$ cat src/rtl/id_ex_stage.sv
// ID/EX pipeline register with load-use stall detection and a HALT drain sequencer.
// After a HALT is captured, three bubbles drain the pipe before halt_o rises.
module id_ex_stage #(
    parameter int NB_DATA   = 32,
    parameter int NB_OP     = 6,
    parameter int N_REGDEST = 2,
    parameter int NB_REG    = 5
) (
    input  logic                 clock,
    input  logic                 reset,
    input  logic                 enable,
    input  logic                 flush,
    input  logic [NB_OP-1:0]     opcode_i,
    input  logic                 tipeI_i,
    input  logic                 shamt_i,
    input  logic [N_REGDEST-1:0] regDest_signal_i,
    input  logic [5:0]           mem_signals_i,
    input  logic [2:0]           wb_signals_i,
    input  logic [NB_DATA-1:0]   pc_i,
    input  logic [NB_DATA-1:0]   rs_data_i,
    input  logic [NB_DATA-1:0]   rt_data_i,
    input  logic [NB_DATA-1:0]   imm_i,
    input  logic [NB_REG-1:0]    rs_i,
    input  logic [NB_REG-1:0]    rt_i,
    input  logic [NB_REG-1:0]    rd_i,
    output logic [NB_OP-1:0]     opcode_o,
    output logic                 tipeI_o,
    output logic                 shamt_o,
    output logic [N_REGDEST-1:0] regDest_signal_o,
    output logic [5:0]           mem_signals_o,
    output logic [2:0]           wb_signals_o,
    output logic [NB_DATA-1:0]   pc_o,
    output logic [NB_DATA-1:0]   rs_data_o,
    output logic [NB_DATA-1:0]   rt_data_o,
    output logic [NB_DATA-1:0]   imm_o,
    output logic [NB_REG-1:0]    rs_o,
    output logic [NB_REG-1:0]    rt_o,
    output logic [NB_REG-1:0]    rd_o,
    output logic                 valid_o,
    output logic                 stall_o,
    output logic                 halt_o,
    output logic [1:0]           state_o
);

    localparam logic [NB_OP-1:0] OP_NOP  = NB_OP'(6'b111110);
    localparam logic [NB_OP-1:0] OP_HALT = NB_OP'(6'b111111);
    localparam logic [NB_OP-1:0] OP_BEQ  = NB_OP'(6'b000100);
    localparam logic [NB_OP-1:0] OP_BNE  = NB_OP'(6'b000101);
    localparam logic [NB_OP-1:0] OP_J    = NB_OP'(6'b110001);

    typedef enum logic [1:0] {
        ST_RUN    = 2'd0,
        ST_DRAIN  = 2'd1,
        ST_HALTED = 2'd2
    } state_t;

    state_t state_q, state_d;
    logic [1:0] cnt_q, cnt_d;

    logic [NB_OP-1:0]     opcode_q, opcode_d;
    logic                 tipei_q, tipei_d;
    logic                 shamt_q, shamt_d;
    logic [N_REGDEST-1:0] regdest_q, regdest_d;
    logic [5:0]           mem_q, mem_d;
    logic [2:0]           wb_q, wb_d;
    logic [NB_DATA-1:0]   pc_q, pc_d;
    logic [NB_DATA-1:0]   rs_data_q, rs_data_d;
    logic [NB_DATA-1:0]   rt_data_q, rt_data_d;
    logic [NB_DATA-1:0]   imm_q, imm_d;
    logic [NB_REG-1:0]    rs_q, rs_d;
    logic [NB_REG-1:0]    rt_q, rt_d;
    logic [NB_REG-1:0]    rd_q, rd_d;
    logic                 valid_q, valid_d;

    logic stall;
    logic no_writeback;

    // A load in EX whose destination is read by the instruction in ID.
    assign stall = mem_q[4] && valid_q && (rt_q != '0) && ((rt_q == rs_i) || (rt_q == rt_i));

    assign no_writeback = (opcode_i == OP_BEQ) || (opcode_i == OP_BNE) ||
                          (opcode_i == OP_J)   || (opcode_i == OP_HALT);

    // State register
    always_ff @(posedge clock or negedge reset) begin
        if (!reset) begin
            state_q <= ST_RUN;
            cnt_q   <= 2'd0;
        end else begin
            state_q <= state_d;
            cnt_q   <= cnt_d;
        end
    end

    // Next-state logic; a flushed or stalled HALT is not captured.
    always_comb begin
        state_d = state_q;
        cnt_d   = cnt_q;
        if (enable) begin
            case (state_q)
                ST_RUN: begin
                    if (!flush && !stall && (opcode_i == OP_HALT)) begin
                        state_d = ST_DRAIN;
                        cnt_d   = 2'd0;
                    end
                end
                ST_DRAIN: begin
                    if (cnt_q == 2'd2) begin
                        state_d = ST_HALTED;
                    end else begin
                        cnt_d = cnt_q + 2'd1;
                    end
                end
                default: state_d = ST_HALTED;
            endcase
        end
    end

    // Output decode
    always_comb begin
        halt_o  = (state_q == ST_HALTED);
        state_o = state_q;
        stall_o = stall;
    end

    // Pipeline register next values
    always_comb begin
        opcode_d  = opcode_q;
        tipei_d   = tipei_q;
        shamt_d   = shamt_q;
        regdest_d = regdest_q;
        mem_d     = mem_q;
        wb_d      = wb_q;
        pc_d      = pc_q;
        rs_data_d = rs_data_q;
        rt_data_d = rt_data_q;
        imm_d     = imm_q;
        rs_d      = rs_q;
        rt_d      = rt_q;
        rd_d      = rd_q;
        valid_d   = valid_q;
        if (enable) begin
            if (flush || (state_q != ST_RUN) || stall) begin
                opcode_d  = OP_NOP;
                tipei_d   = 1'b0;
                shamt_d   = 1'b0;
                regdest_d = '0;
                mem_d     = '0;
                wb_d      = '0;
                pc_d      = '0;
                rs_data_d = '0;
                rt_data_d = '0;
                imm_d     = '0;
                rs_d      = '0;
                rt_d      = '0;
                rd_d      = '0;
                valid_d   = 1'b0;
            end else begin
                opcode_d  = opcode_i;
                tipei_d   = tipeI_i;
                shamt_d   = shamt_i;
                regdest_d = regDest_signal_i;
                mem_d     = mem_signals_i;
                wb_d      = no_writeback ? 3'b000 : wb_signals_i;
                pc_d      = pc_i;
                rs_data_d = rs_data_i;
                rt_data_d = rt_data_i;
                imm_d     = imm_i;
                rs_d      = rs_i;
                rt_d      = rt_i;
                rd_d      = rd_i;
                valid_d   = (opcode_i != OP_NOP);
            end
        end
    end

    always_ff @(posedge clock or negedge reset) begin
        if (!reset) begin
            opcode_q  <= OP_NOP;
            tipei_q   <= 1'b0;
            shamt_q   <= 1'b0;
            regdest_q <= '0;
            mem_q     <= '0;
            wb_q      <= '0;
            pc_q      <= '0;
            rs_data_q <= '0;
            rt_data_q <= '0;
            imm_q     <= '0;
            rs_q      <= '0;
            rt_q      <= '0;
            rd_q      <= '0;
            valid_q   <= 1'b0;
        end else begin
            opcode_q  <= opcode_d;
            tipei_q   <= tipei_d;
            shamt_q   <= shamt_d;
            regdest_q <= regdest_d;
            mem_q     <= mem_d;
            wb_q      <= wb_d;
            pc_q      <= pc_d;
            rs_data_q <= rs_data_d;
            rt_data_q <= rt_data_d;
            imm_q     <= imm_d;
            rs_q      <= rs_d;
            rt_q      <= rt_d;
            rd_q      <= rd_d;
            valid_q   <= valid_d;
        end
    end

    assign opcode_o         = opcode_q;
    assign tipeI_o          = tipei_q;
    assign shamt_o          = shamt_q;
    assign regDest_signal_o = regdest_q;
    assign mem_signals_o    = mem_q;
    assign wb_signals_o     = wb_q;
    assign pc_o             = pc_q;
    assign rs_data_o        = rs_data_q;
    assign rt_data_o        = rt_data_q;
    assign imm_o            = imm_q;
    assign rs_o             = rs_q;
    assign rt_o             = rt_q;
    assign rd_o             = rd_q;
    assign valid_o          = valid_q;

endmodule

$ cat config.mk
export PLATFORM = sky130hd
export DESIGN_NAME = id_ex_stage
export DESIGN_NICKNAME = d
export VERILOG_FILES = /design/src/rtl/id_ex_stage.sv
export SDC_FILE = /design/constraint.sdc
export NUM_CORES = 1
export LEC_CHECK = 0
export CAP_MARGIN = 10
export CORE_AREA = 2 2 128 130
export DETAILED_ROUTE_END_ITERATION = 12
export DIE_AREA = 0 0 130 132
export PLACE_DENSITY_LB_ADDON = 0.25
export SKIP_CTS_REPAIR_TIMING = 1
export SYNTH_ARGS = -nofsm -noshare
export SYNTH_HDL_FRONTEND = slang
export SYNTH_SLANG_ARGS = --single-unit
$ cat constraint.sdc
create_clock -name clock -period 2.94 [get_ports clock]
set_input_delay 0.588 -clock clock [delete_from_list [all_inputs] [get_ports clock]]
set_output_delay 0.588 -clock clock [all_outputs]
set_load 0.01 [all_outputs]
==> results of run 1 <==
power by group:
part           switching (mW)  internal [mW]
Sequential              0.261           2.71
Clock                   0.908           1.38
Combinational           0.793           1.20
Total                    1.96           5.29
sequential cells by signal (all words and copies together) (netlist names), 2 cells and up:
| name | flops |
|---|---|
| cnt_q | 2 |
| imm_o | 32 |
| mem_signals_o | 6 |
| opcode_o | 6 |
| pc_o | 32 |
| rd_o | 5 |
| regDest_signal_o | 2 |
| rs_data_o | 32 |
| rs_o | 5 |
| rt_data_o | 32 |
| rt_o | 5 |
| state_o | 2 |
| wb_signals_o | 3 |
layer usage:
metal  share of wire, %  global-route usage, %
met1                 38                   25.2
met2                 53                   39.4
met3                6.9                   6.13
met4                2.8                   8.96
met5                  0                      0
layout make-up:
type,instances,share of cell area [%]
clock buffer,20,4.44
clock inverter,10,1.41
inverter,8,0.317
multi-input combinational,211,16.9
sequential,167,40.7
tap,216,2.63
timing repair buffer,341,33.5
synthesized netlist by cell type:
| cell type | number |
|---|---|
| a211o_1 | 1 |
| nand4_1 | 1 |
| o2bb2ai_1 | 1 |
| xor2_1 | 10 |
| a2bb2oi_1 | 1 |
| a22o_1 | 155 |
| ha_1 | 1 |
| clkbuf_1 | 18 |
| a22oi_1 | 1 |
| clkinv_1 | 1 |
| nor2_1 | 8 |
| dfrtp_1 | 162 |
| inv_1 | 7 |
| nor3_1 | 5 |
| nor2b_1 | 1 |
| or4_1 | 2 |
| buf_4 | 1 |
| o31ai_1 | 1 |
| a32o_1 | 3 |
| nand3_1 | 2 |
| a21oi_1 | 8 |
| o211ai_2 | 1 |
| a21o_1 | 1 |
| o22ai_1 | 1 |
| o21a_1 | 1 |
| buf_2 | 9 |
| nor4_1 | 3 |
| and2_1 | 1 |
| and3_1 | 1 |
| dfstp_2 | 5 |
| nand2b_1 | 1 |
| buf_6 | 8 |
cell families (layout without fill, tap and decap cells):
family	count (synthesis)	count (layout)	synth area share, %
AOI/OAI and AO/OA	175	175	24.4
xor gates and xnor gates	10	10	1.42
adders and majority gates	1	1	0.203
buffers and inverters	44	379	3.90
DFF	167	167	68.0
and+or+nand+nor	25	25	2.11
through the flow:
stage               instances  cell area, um^2  total power, mW
floorplan                 422             6160             3.75
global placement          943             9670             4.96
detailed placement        943             9670             5.01
CTS                       973            10300             7.33
global route              973            10300             7.58
finish                    973            10300             7.25
worst min path at each step:
stage	start	endpoint	slack (ps)	cells after the start
detailed placement	opcode_o[5]	opcode_o[5]	480	2
global placement	opcode_o[5]	opcode_o[5]	480	2
finish	reset	rs_data_o[21]	140	1
CTS	reset	mem_signals_o[0]	140	1
global route	reset	state_o[0]	170	1
floorplan	reset	cnt_q[0]	290	0
==> reports/metrics.cfg, run 1 <==
[outcome]
status=finished, final reports clean

[critical_path]
r2r-start=rt_o[1]
cp_cell_sequence=or4_1 -> o211ai_2 -> nor2_1 -> dlymetal6s2s_1
worstRegToRegCells=5
critPathRequiredTime_ps=2350
path_max_fanout=5
crit_buf_inv=1
cp_num_cells=4
r2r_setup_slack_ps=670
start_kind=flip-flop
crit_path_end=stall_o
crit_path_max_incr_delay_ps=610
timing.rr.end=rt_data_o[15]
cp-end-kind=primary output
worstSetupPathType=flip-flop to primary output
crit_family=simple AND/OR/NAND/NOR gates
startpoint=rt_o[1]
cpMaxStageDelayCell=or4_1
cp_data_arrival_time_ps=1970

[routing]
drt_iter0_markers=237
wire_per_inst_um=19.7
first_pass_iters=4
vias=5021
drcViolationCount=0
vias_per_cell=5.16
drt-total-wl_mm=19.1
drt.antenna.violating_nets=0

[synthesis]
avgSynthCellArea_um2=14.6
postSynthCellCount=422
synth.area.top_cells=dfrtp_1, a22o_1, dfstp_2, buf_6, xor2_1
synth_largest_area_cell=dfrtp_1
synth_nets=589
yosysWarnings=0
synth_top_cell_area_share_pct=65.8
netlist-cell-type-count=32
ys_seq_elements=167
syn_area_um2=6160
ys_seq_area_share_pct=68.0

[timing]
setup_ws_ps=385
skew_ps=11.1
drv_slew=0
fmax_mhz=391
min_period_ps=2550
relSlewSlack_pct=60.6
hold_viol_final=0
tightest_slew_ps=590
hold_ws_ps=143
min_period_over_period_pct=86.9
setup_tns_ps=0
setup_viol=0
rsz0062_at_grt=no

[placement]
place_congestion=0.812
port_buffers=332
dpl.hpwl_mm=13.6
dp_worst_setup_slack_ps=37.1

[final_layout]
multi_input_area_um2=1740
num_antenna_cells=0
layout_common_cells=clkdlybuf4s50_1, dfrtp_1, a22o_1, clkbuf_16, xor2_1
layout.nets=913
finalCoreUtilization_pct=65.4
seqCellArea_um2=4190
nFillCells=1175
drive_gt1_share_pct=6.21
final_common_cell=clkdlybuf4s50_1
syn_to_final_growth_pct=66.8

[floorplanning]
ioPinCount=333
rows=46
start_util_pct=39.2
core_region_area_um2=15700
die_area_um2=17200
dieWidth_um=130
die_h_um=132

[power]
vdd_ir_drop_max_uv=442
powerDensity_nw_per_um2=706
power.leakage_nw=4.57

[global_routing]
grt_first_pass_wirelength_mm=29.5
grt_max_degree=136
overflow=0
grt_usage_pct=22.3
antenna_found_initial=0
grt_pass1_vias=5365

[cts]
cts_max_level=4
cts_buffers=17
cts_sinks=167
clock_latency_ps=420
clock_path_buffers=2
cts_root_buf=clkbuf_16
cts_tree=built
clkTransAtPathRegs_ps=60

[hold_path]
hold_class=input port to asynchronous set/reset pin

[run]
drv_cap=0

Power figures use the tool's default switching activity.
==> run 2: changes to the inputs <==
- CAP_MARGIN: 10 -> 20
==> results of run 2 <==
Same layout as run 1: the final DEF is identical, and so are final timing and power.
